**src/rtl/elevator_controller.sv**
```systemverilog
// Elevator car controller.
// Latches floor calls, sequences the car between floors and through door
// cycles using the plant's sensor feedback, tracks the current floor from
// arrival pulses and trips a sticky fault if a sensor event never arrives.
// The engine, door and fault outputs are registered, and each is computed from
// the state that is being entered. A command therefore changes on the same edge
// as the transition that calls for it.
module elevator_controller #(
  parameter int BUTTONS_WIDTH = 8,
  parameter int FLOOR_WIDTH   = 3,
  parameter int DOOR_HOLD     = 20,
  parameter int TIMEOUT       = 64
) (
  input  logic                     clock,
  input  logic                     an_reset,
  input  logic [BUTTONS_WIDTH-1:0] buttons,
  input  logic [1:0]               sensor_door,
  input  logic                     sensor_up,
  input  logic                     sensor_down,
  output logic [1:0]               engine,
  output logic [1:0]               door,
  output logic [FLOOR_WIDTH-1:0]   floor,
  output logic [BUTTONS_WIDTH-1:0] requests,
  output logic                     fault
);

  typedef enum logic [2:0] {
    S_IDLE,
    S_MOVE_UP,
    S_MOVE_DOWN,
    S_DOOR_OPENING,
    S_DOOR_OPEN,
    S_DOOR_CLOSING,
    S_FAULT
  } state_t;

  localparam logic [1:0] ENG_IDLE   = 2'd0;
  localparam logic [1:0] ENG_DOWN   = 2'd1;
  localparam logic [1:0] ENG_UP     = 2'd2;
  localparam logic [1:0] DOOR_IDLE  = 2'd0;
  localparam logic [1:0] DOOR_OPEN  = 2'd1;
  localparam logic [1:0] DOOR_CLOSE = 2'd2;
  localparam logic [1:0] SD_OPEN    = 2'd1;
  localparam logic [1:0] SD_CLOSED  = 2'd2;

  localparam logic DIR_UP   = 1'b1;
  localparam logic DIR_DOWN = 1'b0;

  localparam int WD_W   = $clog2(TIMEOUT + 1);
  localparam int HOLD_W = $clog2(DOOR_HOLD + 1);

  localparam logic [WD_W-1:0]        WD_LAST   = WD_W'(TIMEOUT - 1);
  localparam logic [HOLD_W-1:0]      HOLD_LAST = HOLD_W'(DOOR_HOLD - 1);
  localparam logic [FLOOR_WIDTH-1:0] TOP_FLOOR = FLOOR_WIDTH'(BUTTONS_WIDTH - 1);
  localparam logic [FLOOR_WIDTH-1:0] BOT_FLOOR = '0;

  state_t                     state_q, state_d;
  logic [1:0]                 engine_q, engine_d;
  logic [1:0]                 door_q, door_d;
  logic [FLOOR_WIDTH-1:0]     floor_q, floor_d;
  logic [BUTTONS_WIDTH-1:0]   req_q, req_d;
  logic                       fault_q, fault_d;
  logic                       dir_q, dir_d;
  logic [WD_W-1:0]            wd_q, wd_d;
  logic [HOLD_W-1:0]          hold_q, hold_d;
  logic                       sens_prev_q;

  // Derived decision terms
  logic                       moving;
  logic                       counting;
  logic                       arrival;
  logic [FLOOR_WIDTH-1:0]     floor_up;
  logic [FLOOR_WIDTH-1:0]     floor_dn;
  logic [BUTTONS_WIDTH-1:0]   here_mask;
  logic [BUTTONS_WIDTH-1:0]   req_live;
  logic                       any_above;
  logic                       any_below;

  // Helper terms: arrival edge, neighbour floors and pending calls above or below the car
  always_comb begin
    moving    = (state_q == S_MOVE_UP) || (state_q == S_MOVE_DOWN);
    counting  = moving || (state_q == S_DOOR_OPENING) || (state_q == S_DOOR_CLOSING);
    arrival   = moving && (sensor_up || sensor_down) && !sens_prev_q;
    floor_up  = (floor_q == TOP_FLOOR) ? floor_q : floor_q + FLOOR_WIDTH'(1);
    floor_dn  = (floor_q == BOT_FLOOR) ? floor_q : floor_q - FLOOR_WIDTH'(1);
    here_mask = BUTTONS_WIDTH'(1) << floor_q;
    // Calls latched this very cycle still count when deciding where to stop.
    req_live  = req_q | buttons;
    any_above = 1'b0;
    any_below = 1'b0;
    for (int i = 0; i < BUTTONS_WIDTH; i++) begin
      if (i > int'(floor_q)) any_above = any_above | req_q[i];
      if (i < int'(floor_q)) any_below = any_below | req_q[i];
    end
  end

  // Next-state logic: FSM transitions, floor tracking, call latching, door hold and watchdog
  always_comb begin
    state_d = state_q;
    floor_d = floor_q;
    dir_d   = dir_q;
    hold_d  = hold_q;
    req_d   = req_q | buttons;
    wd_d    = wd_q;

    case (state_q)
      S_IDLE: begin
        if (req_q[floor_q]) begin
          state_d = S_DOOR_OPENING;
        end else if (any_above && (dir_q == DIR_UP || !any_below)) begin
          state_d = S_MOVE_UP;
          dir_d   = DIR_UP;
        end else if (any_below) begin
          state_d = S_MOVE_DOWN;
          dir_d   = DIR_DOWN;
        end
      end

      S_MOVE_UP: begin
        if (arrival) begin
          floor_d = floor_up;
          if (req_live[floor_up] || floor_up == TOP_FLOOR) state_d = S_DOOR_OPENING;
        end
      end

      S_MOVE_DOWN: begin
        if (arrival) begin
          floor_d = floor_dn;
          if (req_live[floor_dn] || floor_dn == BOT_FLOOR) state_d = S_DOOR_OPENING;
        end
      end

      S_DOOR_OPENING: begin
        if (sensor_door == SD_OPEN) begin
          state_d = S_DOOR_OPEN;
          // The clear wins over a press of the same floor in this cycle.
          req_d   = req_live & ~here_mask;
          hold_d  = '0;
        end
      end

      S_DOOR_OPEN: begin
        // A press at the current floor keeps the door open rather than queueing a call.
        req_d = req_q | (buttons & ~here_mask);
        if (buttons[floor_q]) begin
          hold_d = '0;
        end else if (hold_q == HOLD_LAST) begin
          state_d = S_DOOR_CLOSING;
        end else begin
          hold_d = hold_q + HOLD_W'(1);
        end
      end

      S_DOOR_CLOSING: begin
        if (sensor_door == SD_CLOSED) state_d = S_IDLE;
      end

      S_FAULT: begin
        state_d = S_FAULT;
      end

      default: begin
        state_d = S_IDLE;
      end
    endcase

    // A sensor event that never comes overrides any other transition.
    if (counting && wd_q == WD_LAST) state_d = S_FAULT;

    if (state_d != state_q || arrival) begin
      wd_d = '0;
    end else if (counting) begin
      wd_d = wd_q + WD_W'(1);
    end
  end

  // Output logic: commands decoded from the state being entered, fault is sticky
  always_comb begin
    engine_d = ENG_IDLE;
    door_d   = DOOR_IDLE;
    fault_d  = fault_q;
    case (state_d)
      S_MOVE_UP:      engine_d = ENG_UP;
      S_MOVE_DOWN:    engine_d = ENG_DOWN;
      S_DOOR_OPENING: door_d   = DOOR_OPEN;
      S_DOOR_CLOSING: door_d   = DOOR_CLOSE;
      S_FAULT:        fault_d  = 1'b1;
      default:        ;
    endcase
  end

  // State and output registers, cleared asynchronously to a parked car at floor 0
  always_ff @(posedge clock or negedge an_reset) begin
    if (!an_reset) begin
      state_q     <= S_IDLE;
      engine_q    <= ENG_IDLE;
      door_q      <= DOOR_IDLE;
      floor_q     <= '0;
      req_q       <= '0;
      fault_q     <= 1'b0;
      dir_q       <= DIR_UP;
      wd_q        <= '0;
      hold_q      <= '0;
      sens_prev_q <= 1'b0;
    end else begin
      state_q     <= state_d;
      engine_q    <= engine_d;
      door_q      <= door_d;
      floor_q     <= floor_d;
      req_q       <= req_d;
      fault_q     <= fault_d;
      dir_q       <= dir_d;
      wd_q        <= wd_d;
      hold_q      <= hold_d;
      sens_prev_q <= sensor_up | sensor_down;
    end
  end

  assign engine   = engine_q;
  assign door     = door_q;
  assign floor    = floor_q;
  assign requests = req_q;
  assign fault    = fault_q;

`ifndef SYNTHESIS
  // Safety invariants of the command outputs
  a_no_move_with_door : assert property (@(posedge clock) disable iff (!an_reset)
    !(engine_q != ENG_IDLE && door_q != DOOR_IDLE));
  a_no_up_at_top : assert property (@(posedge clock) disable iff (!an_reset)
    !(engine_q == ENG_UP && floor_q == TOP_FLOOR));
  a_no_down_at_bottom : assert property (@(posedge clock) disable iff (!an_reset)
    !(engine_q == ENG_DOWN && floor_q == BOT_FLOOR));
`endif

endmodule
```
**config.mk**
```make
export PLATFORM = sky130hd
export DESIGN_NAME = elevator_controller
export DESIGN_NICKNAME = d
export VERILOG_FILES = /design/src/rtl/elevator_controller.sv
export SDC_FILE = /design/constraint.sdc
export NUM_CORES = 1
export LEC_CHECK = 0
export CORE_ASPECT_RATIO = 2
export CORE_MARGIN = 5
export CORE_UTILIZATION = 40
export CTS_CLUSTER_DIAMETER = 200
export DETAILED_ROUTE_END_ITERATION = 8
export GPL_TIMING_DRIVEN = 0
export PLACE_DENSITY_LB_ADDON = 0.05
export SYNTH_ARGS = -nofsm -noshare
export SYNTH_HDL_FRONTEND = slang
export SYNTH_SLANG_ARGS = --single-unit
```
**constraint.sdc**
```tcl
create_clock -name clock -period 2.65 [get_ports clock]
set_input_delay 0.53 -clock clock [delete_from_list [all_inputs] [get_ports clock]]
set_output_delay 0.53 -clock clock [all_outputs]
set_load 0.1 [all_outputs]
```
==> results.py <==
metrics = {
    "outcome": {
        "status": "completed",
    },
    "clocking": {
        "clock-sinks": 33,
        "ctsHoldBuffers": 0,
        "htreeDepth": 2,
        "cts_tree": "done",
        "worstSkewPairLatency_ns": 0.28,
        "cts-root-buf": "clkbuf_16",
        "cts_buffer_depth": 2,
        "cts_inserted_buffers": 5,
        "path_clk_slew_ns": 0.06,
    },
    "timing": {
        "fmax_mhz": 380,
        "clock-skew-final_ns": 0.00341,
        "finalHoldViolations": 0,
        "timing.setup.tns_ns": 0,
        "period_minus_slack_ns": 2.63,
        "timing.hold.ws_ns": 0.316,
        "period_share": 0.993,
        "slew_headroom": 0.350,
        "final_max_slew_viol_count": 0,
        "worst_pin_slew_ns": 0.972,
        "finalSetupViolCount": 0,
        "rsz0062_at_grt": "yes",
    },
    "yosys": {
        "syn_area_per_cell_um2": 9.36,
        "synthCells": 253,
        "synthTopCellsByArea": "dfrtp_1, o21ai_0, mux4_2",
        "synth_fp_nets": 274,
        "ys_ff_latch": 33,
        "seq_area_frac_synth": 0.349,
        "netlist_area_um2": 2370,
        "yosys.area.top_type": "dfrtp_1",
        "yosys.area.top_type_share": 0.338,
        "synth_enable_flop_cells": 0,
        "synthFlopType": "dfrtp_1",
        "synth.distinct_cells": 62,
        "synth_warnings": 0,
        "synth-async-reset-ratio": 1.00,
    },
    "finish": {
        "layout.nets": 319,
        "synthToLayoutAreaGrowth_pct": 30.5,
        "finish.utilization": 0.537,
        "final_common_cell": "clkdlybuf4s50_1",
        "antenna_cells": 0,
        "drive_gt1_frac": 0.204,
        "final_cell_mix": "clkdlybuf4s50_1, dfrtp_1, nor2_1, nand2_1, o21ai_0",
    },
    "power_and_ir_drop": {
        "p_sw_frac": 0.480,
        "p_int_mw": 1.78,
        "irDropWorstVdd_mv": 0.819,
        "combPwrFrac": 0.622,
        "power_switching_mw": 1.64,
        "p_leak_nw": 1.16,
        "powerDensity_nw_per_um2": 1110,
        "p_clk_frac": 0.168,
        "power_frac_seq": 0.210,
    },
    "floorplanning": {
        "start_util": 0.411,
        "die_y_um": 119,
        "die_w_um": 64.4,
        "rows": 39,
        "ios": 30,
        "die_area_um2": 7650,
        "core_area_um2": 5760,
    },
    "global_routing": {
        "grt_pass1_wl_mm": 11.4,
        "grt-ovfl-total": 0,
        "grt_pass1_vias": 2273,
        "grt_usage": 0.193,
        "grt_max_degree": 34,
        "antenna_found_initial": 0,
    },
    "route": {
        "top_layer_used": "met4",
        "met3_length_um": 264,
        "drt-met1-wl_mm": 2.65,
        "vias_per_cell": 5.87,
        "met2_length_mm": 3.67,
        "wirelength_mm": 6.93,
        "first_pass_iters": 4,
        "route.detailed.wl_per_inst_um": 19.3,
        "ant_nets": 0,
        "drc_errors": 0,
        "drtIter0Drc": 178,
        "vias": 2112,
    },
    "placement": {
        "gp_congestion": 0.925,
        "dp_hpwl_mm": 5.18,
        "port_buffers": 29,
    },
    "setup_path": {
        "cp.required_ns": 2.84,
        "crit_type": "register to register",
        "worstSetupStartpointType": "register",
        "end_kind": "register",
        "cp.arrival_ns": 2.83,
        "worstPathMaxFanout": 8,
    },
    "worst_hold_path": {
        "hp-class": "input port to async pin",
    },
    "run": {
        "maxCapViolCount": 0,
    },
}
path summary, 6_finish.rpt:
check / start / endpoint / slack, ns / cells after the start
worst max-delay path: floor[1] / wd_q[1] / 0.02 / 11
worst min-delay path: an_reset / requests[5] / 0.32 / 1
max in group asynchronous: an_reset / floor[1] / 1.77 / 1
min in group clock: fault / fault / 0.46 / 1
worst max register to register: floor[1] / wd_q[1] / 0.02 / 11
worst min register to register: fault / fault / 0.46 / 1
kinds of logic after synthesis:
group                      count (synthesis)  synth area share
AOI/OAI and AO/OA                         74             0.224
xor gates and xnor gates                  10            0.0370
adders and majority gates                  7            0.0370
buffers and inverters                     18            0.0344
DFF                                       33             0.349
muxes                                     15             0.104
and+or+nand+nor                           96             0.215
routing by layer:
layer	GRT usage	up-vias
li1	-	1030
met1	0.202	990
met2	0.341	66
met3	0.0351	26
met4	0.130	0
met5	0	-
power groups by stage:
stage	sequential [mW]	clock, mW	combinational, mW
2_1_floorplan	1.02	0	1.10
3_3_place_gp	0.719	0	1.85
3_5_place_dp	0.722	0	1.86
4_1_cts	0.720	0.593	2.06
5_1_grt	0.734	0.614	2.28
6_report	0.721	0.576	2.13
cell type report:
type,count,area [um^2]
inverter,10,55.1
multi-input combinational,202,1550
buffer,8,53.8
tap,61,76.3
timing repair buffer,38,365
clock buffer,5,125
sequential,33,838
fill,542,2670
clock inverter,3,22.5
synthesized netlist by cell type (3+ instances only):
cell,number
clkbuf_1,4
a21oi_1,16
a31oi_1,6
or3_1,3
nand2_1,22
xor2_1,3
dfrtp_1,32
and3_1,3
o21a_1,3
ha_1,7
o211ai_1,4
and2_1,3
nor2_1,23
nor3_1,8
inv_1,9
nand3_1,8
nor2b_1,5
o21ai_0,18
mux4_2,4
nand3b_1,3
xnor2_1,7
mux2i_1,5
nor3b_1,3
mux2_2,3
o2bb2ai_1,3
critical path, cell delays in order (launching register included):
cell and delay [ns]:
dfrtp_4 0.54, buf_8 0.17, clkinv_8 0.07, ha_4 0.13
and2b_2 0.19, mux2i_4 0.30, mux2i_1 0.12, a221o_1 0.32
a41oi_2 0.23, a221oi_4 0.10, buf_12 0.15, nor4b_4 0.23
state kept, by name, summed over array words and instances (netlist names):
| register | cells |
|---|---|
| dir_q | 1 |
| door | 2 |
| engine | 2 |
| fault | 1 |
| floor | 3 |
| hold_q | 5 |
| requests | 8 |
| sens_prev_q | 1 |
| state_q | 3 |
| wd_q | 7 |
through the flow:
step / std cells / cell area [um^2] / worst slack (ns) / total power, mW
floorplan: 253 / 2410 / -0.0160 / 2.13
global placement: 343 / 2780 / -0.290 / 2.57
detailed placement: 343 / 2770 / -0.302 / 2.58
CTS: 358 / 3020 / 0.00963 / 3.37
global route: 360 / 3090 / -0.0638 / 3.63
finish: 360 / 3090 / 0.0173 / 3.43
what timing repair did:
action                     in CTS  in global routing
gates cloned                    0                  0
setup endpoints to repair       9                  8
pin swaps                       4                  5
resized for setup               8                  9
buffers inserted                7                  3
Note: power is estimated with default switching activity, not from simulation.
